**src/rtl/simon_keyexpansion_rev.sv**
```systemverilog
// SIMON reverse key schedule: loaded with the last four round keys, it regenerates
// and emits every round key from k[T-1] down to k[0], one per accepted handshake.
module simon_keyexpansion_rev #(
    parameter int N  = 16,
    parameter int M  = 4,
    parameter int T  = 32,
    parameter int Cb = 5
) (
    input  logic                  clk,
    input  logic                  nReset,
    input  logic                  load_valid,
    output logic                  load_ready,
    input  logic [M-1:0][N-1:0]   lKeys,
    output logic [N-1:0]          key_out,
    output logic [Cb-1:0]         key_idx,
    output logic                  key_valid,
    input  logic                  key_ready,
    output logic                  last
);

    // state | meaning
    // IDLE  | waiting for a load of k[T-4..T-1]; load_ready high
    // RUN   | w[3] = k[idx] presented on key_out; steps down on each accept

    generate
        if (M != 4) begin : g_bad_m
            $error("simon_keyexpansion_rev: only M=4 is supported");
        end
        if ((2 ** Cb) < T) begin : g_bad_cb
            $error("simon_keyexpansion_rev: Cb too narrow for T");
        end
    endgenerate

    localparam logic [61:0] ZSEQ   = 62'b01100111000011010100100010111110110011100001101010010001011111;
    localparam logic [N-1:0] CONST3 = N'(3);

    typedef enum logic {IDLE, RUN} state_t;

    state_t              state;
    logic [M-1:0][N-1:0] w;
    logic [Cb-1:0]       idx;

    logic [31:0]  zpos;
    logic         zbit;
    logic [N-1:0] t0;
    logic [N-1:0] t;
    logic [N-1:0] nxt;

    // Inverse of the forward step k[i+4] = ~3 ^ z[i] ^ k[i] ^ f(k[i+3], k[i+1]), with i = idx-4
    always_comb begin
        zpos = (32'(idx) - 32'd4) % 32'd62;
        zbit = 1'b0;
        for (int j = 0; j < 62; j++) begin
            if (zpos == 32'(j)) zbit = ZSEQ[j];
        end
        t0  = {w[2][2:0], w[2][N-1:3]} ^ w[0];
        t   = t0 ^ {t0[0], t0[N-1:1]};
        nxt = '0;
        if (idx >= Cb'(4)) nxt = ~(w[3] ^ t ^ {{(N-1){1'b0}}, zbit} ^ CONST3);
    end

    always_ff @(posedge clk or negedge nReset) begin
        if (!nReset) begin
            state      <= IDLE;
            w          <= '0;
            idx        <= '0;
            load_ready <= 1'b1;
            key_valid  <= 1'b0;
        end else begin
            case (state)
                IDLE: begin
                    if (load_valid) begin
                        w          <= lKeys;
                        idx        <= Cb'(T - 1);
                        state      <= RUN;
                        load_ready <= 1'b0;
                        key_valid  <= 1'b1;
                    end
                end
                RUN: begin
                    if (key_ready) begin
                        if (idx == '0) begin
                            state      <= IDLE;
                            key_valid  <= 1'b0;
                            load_ready <= 1'b1;
                        end else begin
                            idx  <= idx - Cb'(1);
                            w[3] <= w[2];
                            w[2] <= w[1];
                            w[1] <= w[0];
                            w[0] <= nxt;
                        end
                    end
                end
                default: state <= IDLE;
            endcase
        end
    end

    assign key_out = w[3];
    assign key_idx = idx;
    assign last    = key_valid & (idx == '0);

endmodule

```
**config.mk**
```make
export PLATFORM = sky130hd
export DESIGN_NAME = simon_keyexpansion_rev
export DESIGN_NICKNAME = d
export VERILOG_FILES = /design/src/rtl/simon_keyexpansion_rev.sv
export SDC_FILE = /design/constraint.sdc
export NUM_CORES = 1
export LEC_CHECK = 0
export ABC_AREA = 1
export CELL_PAD_IN_SITES_DETAIL_PLACEMENT = 0
export CELL_PAD_IN_SITES_GLOBAL_PLACEMENT = 1
export CORE_ASPECT_RATIO = 1.75
export CORE_MARGIN = 2
export CORE_UTILIZATION = 28
export DETAILED_ROUTE_END_ITERATION = 8
export PLACE_DENSITY_LB_ADDON = 0.1
export SLEW_MARGIN = 15
export SYNTH_ARGS = -nofsm -noshare
export SYNTH_HDL_FRONTEND = slang
export SYNTH_SLANG_ARGS = --single-unit
```
**constraint.sdc**
```tcl
create_clock -name clk -period 4.1 [get_ports clk]
set_input_delay 0.82 -clock clk [delete_from_list [all_inputs] [get_ports clk]]
set_output_delay 0.82 -clock clk [all_outputs]
set_load 0.02 [all_outputs]
```
After elaboration in Yosys (flattened, before gate mapping)

Cells that the tools add are included.

Output and inout port bits: 24
Input bits: 68
Register bits: 72
Logic and storage cells: 172

Reductions and logical operators: 4
Equality and inequality tests: 65
Muxes and demuxes: 83
$add $sub $neg: 2
Order comparisons: 1
Bitwise operators: 8
Div/mod/pow operators: 1

Operator list:

| cell                                                   | count |
|---|---|
| == test 32 x 6 -> 1 bit, second input constant         | 30 |
| == test 32 x 5 -> 1 bit, second input constant         | 16 |
| == test 32 x 4 -> 1 bit, second input constant         | 8 |
| 2-to-1 mux 64 bit                                      | 3 |
| == test 32 x 3 -> 1 bit, second input constant         | 4 |
| one-hot mux 64 bit (2 select lines)                    | 1 |
| 2-to-1 mux 1 bit                                       | 71 |
| == test 32 x 2 -> 1 bit, second input constant         | 2 |
| XOR 16 bit                                             | 3 |
| == test 32 x 1 -> 1 bit, second input constant         | 1 |
| zero test 32 bit                                       | 1 |
| remainder unit 32 x 6 -> 32 bit, second input constant | 1 |
| 2-to-1 mux 16 bit                                      | 1 |
| inverter 16 bit                                        | 1 |
| XOR 16 x 1 -> 16 bit                                   | 1 |
| 2-to-1 mux 5 bit                                       | 3 |
| one-hot mux 5 bit (2 select lines)                     | 1 |
| inequality test 2 bit, second input constant           | 3 |
| one-hot mux 1 bit (2 select lines)                     | 3 |
| AND reduction 3 bit                                    | 2 |
| subtractor 5 x 3 -> 6 bit, second input constant       | 1 |
| >= comparator 5 x 3 -> 1 bit, second input constant    | 1 |
| zero test 5 bit                                        | 1 |
| subtractor 5 x 1 -> 5 bit, second input constant       | 1 |
| 4 further kinds                                        | 4 |

Longest topological paths before layout

Depth after elaboration: 72
Mapped depth: 46

Least setup slack after synthesis

Ideal clock, no wire load.

Path kind: register to register
Start point: register idx[2], in the netlist key_idx[2]
End point: register w[0] (netlist name)
Library setup time: 0.121 ns
Clock period less this slack: 3.975 ns
Setup slack: 0.125 ns
Data required time: 3.979 ns
Stages on the path, launching flop included: 45
Path buffers: 0
Arrival time: 3.853 ns
Path through: dfrtp_1 -> inv_2 -> ha_1 -> ha_1 -> nor2_4 -> nand3_2 -> inv_1 -> nor2_1 -> ha_1 -> a21oi_4 -> inv_4 -> nor2_4 -> inv_2 -> nor2_4 -> nor2_1 -> nand2_1 -> nand2_1 -> nand2_1 -> [... 9 more ...] -> nand2_1 -> nand3_1 -> nand2_1 -> nand2_1 -> nand2_1 -> nand2_1 -> nand2_1 -> nand2_1 -> nand2_1 -> nand2_1 -> nand2_1 -> nand2_1 -> nand2_1 -> nand2_1 -> nand2_1 -> nand2_1 -> nand3_1 -> nand2_1

Word-level cells in the longest chain between the ends: 72

RTL lines:

| what                                | line | source |
|---|---|---|
| start: declaration                  | 41   | `logic [Cb-1:0] idx;` |
| start signal: assignment            | 74   | `idx <= Cb'(T - 1);` |
| start signal: assignment            | 87   | `idx <= idx - Cb'(1);` |
| subtractor 5 x 3 -> 6 bit           | 51   | `zpos = (32'(idx) - 32'd4) % 32'd62;` |
| remainder unit 32 x 6 -> 32 bit     | 51   |  |
| zero test 32 bit                    | 54   | `if (zpos == 32'(j)) zbit = ZSEQ[j];` |
| 2-to-1 mux 1 bit (62 in a row)      | 54   |  |
| XOR 16 x 1 -> 16 bit                | 59   | `if (idx >= Cb'(4)) nxt = ~(w[3] ^ t ^ {{(N-1){1'b0}}, zbit} ^ CONST3);` |
| inverter 2 bit (no line)            | -    |  |
| inverter 16 bit                     | 59   |  |
| 2-to-1 mux 16 bit                   | 59   |  |
| 2-to-1 mux 64 bit                   | 82   | `if (idx == '0) begin` |
| 2-to-1 mux 64 bit                   | 81   | `if (key_ready) begin` |
| one-hot mux 64 bit (2 select lines) | 70   | `case (state)` |
| end signal: assignment              | 73   | `w <= lKeys;` |
| end: declaration                    | 40   | `logic [M-1:0][N-1:0] w;` |

Parallel ways exist; a longest one is shown, timed or not. The select of a mux whose other input is x is not followed.
A chain may end at the register's enable or synchronous reset.

Final worst setup path

Ends and elaborated chain as after synthesis.

==> impl_metrics.ini <==
[place]
numPortBuffers = 91
gp_congestion = 0.8327
dp.final_hpwl_um = 10060
pre_cts_slack_ns = 0.05271

[cts]
cts_tree = built
clock-root-buffer = clkbuf_16
cts_sinks = 72
cts_hold_repair.buffers = 0
cts_buffer_depth = 2
h-tree-depth = 3
numCtsBuffers = 9
insertion_delay_ns = 0.33
clkTransAtPathRegs_ns = 0.06

[cells_and_area]
final_cell_mix = 98 x nand2_1, 90 x clkdlybuf4s50_1, 77 x inv_1
num_antenna_cells = 0
nets = 715
layout_commonest_cell = nand2_1
final_core_util_pct = 37.86
synthToLayoutAreaGrowth_pct = 33.07
drive_gt1_share_pct = 11.23

[grt]
grt_pass1_vias = 4078
grt_max_degree = 58
grt_usage_pct = 16.36
antenna_found_initial = 0
grt_pass1_wl_um = 21050
grt-ovfl-total = 0

[synthesis]
yosysUniqueCellTypes = 32
seq_area_frac_synth_pct = 41.59
ys.flop_type = dfrtp_1
syn_nets = 626
avgSynthCellArea_um2 = 7.897
ys_warn_count = 0
synth.ff_latch_count = 72
synth-edff-count = 0
syn_area_mm2 = 0.004335
synthCells = 549
async_reset_ff_share_pct = 100.0

[sta]
max_freq_ghz = 0.2647
post-route-period-util_pct = 92.14
tns_ns = 0
worst_pin_slew_ns = 1.052
postLayoutSetupSlackWorst_ns = 0.3224
period_needed_ns = 3.778
finalHoldViolCount = 0
relSlewSlack_pct = 29.77
drv_slew = 0
rsz0062_at_grt = true
skew_ns = 0.003647
setup_viol_count_final = 0

[pwr]
power_uw = 5337
sw_frac_of_total_pct = 45.78
powerDensity_mw_per_mm2 = 925.2
switchingPower_uw = 2443
p_clk_share_pct = 13.9
p_int_uw = 2894
leakagePower_uw = 0.002655
combPwrFrac_pct = 60.2
pwr-share-seq_pct = 26.0
ir_worst_vdd_mv = 0.3397

[route]
drc = 0
detail_route.wl_per_cell_um = 16.43
routed_via_density = 4.787
postRouteAntennaNets = 0
firstDrtPassIters = 6
vias = 3959
finalWirelength_um = 13590
drt_iter0_markers = 176

[min_path]
min_from = load_ready
worstHoldPathType = reg2reg

[floorplan]
std_cell_rows = 60
die_w_um = 98.06
fp.coreArea_mm2 = 0.01524
dieArea_mm2 = 0.01653
die_h_um = 168.6
io_pins = 92
start_util_pct = 28.45

[setup_path]
crit_arrival_ns = 3.99
critPathKind = reg2reg
crit_path_start_kind = register
required_ns = 4.31
setup.worst_path.end_class = register
critPathMaxFanout = 4
crit_top_cell = nand2_1
worstSetupStartpoint = key_idx[2]
max_stage_delay_ns = 0.40
reg2reg_from = key_idx[2]
critPathSlowestCell = dfrtp_1

[run_status]
status = finished clean

[flow_run]
cap_violations = 0
## synth_stat cells (5+ instances only)
cell	number	area share, %
inv_1	80	6.9
o211ai_1	5	0.87
a21oi_1	51	5.9
nand4_1	9	1.3
inv_2	5	0.43
o21ai_0	11	1.3
nor2_1	33	2.9
nand2_1	100	8.7
nand3_1	20	2.3
or2_2	7	1.0
clkbuf_1	18	1.6
xnor2_1	17	3.4
nor3_1	5	0.58
nor2_4	5	1.3
dfrtp_1	71	41
o22ai_1	48	6.9
buf_4	16	2.8
xor2_1	19	3.8
ha_1	9	2.6
## state kept, by name (all words and copies together) (netlist names)
name        count
state           1
load_ready      1
key_out        16
key_valid       1
key_idx         5
w              48
## timing repair
item                       CTS  global route
setup buffers                0            12
setup endpoints to repair    0             1
resized for setup            0            12
## power groups by stage
stage                     Clock (uW)  Combinational [uW]  Sequential, uW
after detailed placement           0                3060            1400
after global placement             0                3030            1400
after CTS                        757                3080            1400
after floorplan                    0                2320            1340
final                            740                3210            1390
after global routing             784                3610            1440
## cell families (layout without fill, tap and decap cells)
group           after synthesis  count (layout)  synth area share [%]
simple gates                184             184                 19.45
compound gates              125             125                 16.97
buf+inv                     123             215                 12.12
flops                        72              72                 41.59
xor+xnor                     36              36                 7.273
fa+ha+maj                     9               9                 2.597
## path summary, 6_finish.rpt
kind	depth (start not counted)	slack (ns)	endpoint
worst min register to register	2	0.50	load_ready
worst max-delay path	44	0.32	w[0]
min in group asynchronous	1	0.54	w[9]
worst max register to register	44	0.32	w[0]
worst min-delay path	2	0.50	load_ready
max in group asynchronous	2	2.67	w[47]
## metrics by stage
step           hold WS (ns)  cell area (um^2)  cells
3_3_place_gp         0.4945              5360    801
5_1_grt              0.5420              5769    827
2_1_floorplan        0.4954              4335    549
6_report             0.5033              5769    827
3_5_place_dp         0.4985              5360    801
4_1_cts              0.5067              5634    815
## final cells by class
cell class / instances / area (um^2)
timing repair buffer: 114 / 1079
multi-input combinational: 354 / 2049
sequential: 72 / 1803
fill: 1625 / 9470
inverter: 87 / 331.6
clock buffer: 14 / 274.0
tap: 186 / 232.7
## metal layers
layer	wire (um)	GRT usage, %	vias up
li1	-	-	1959
met1	5291	18.33	1883
met2	7424	30.08	92
met3	419	2.436	25
met4	450	7.548	0
met5	0	0	-
## critical path: cells and delay by family, from the launching register on
kind            cells  cell delay, ns
simple gates       36            2.09
flops               1            0.40
buf+inv             4            0.31
compound gates      1            0.19
fa+ha+maj           3            0.65
Note: power is estimated with default switching activity, not from simulation.
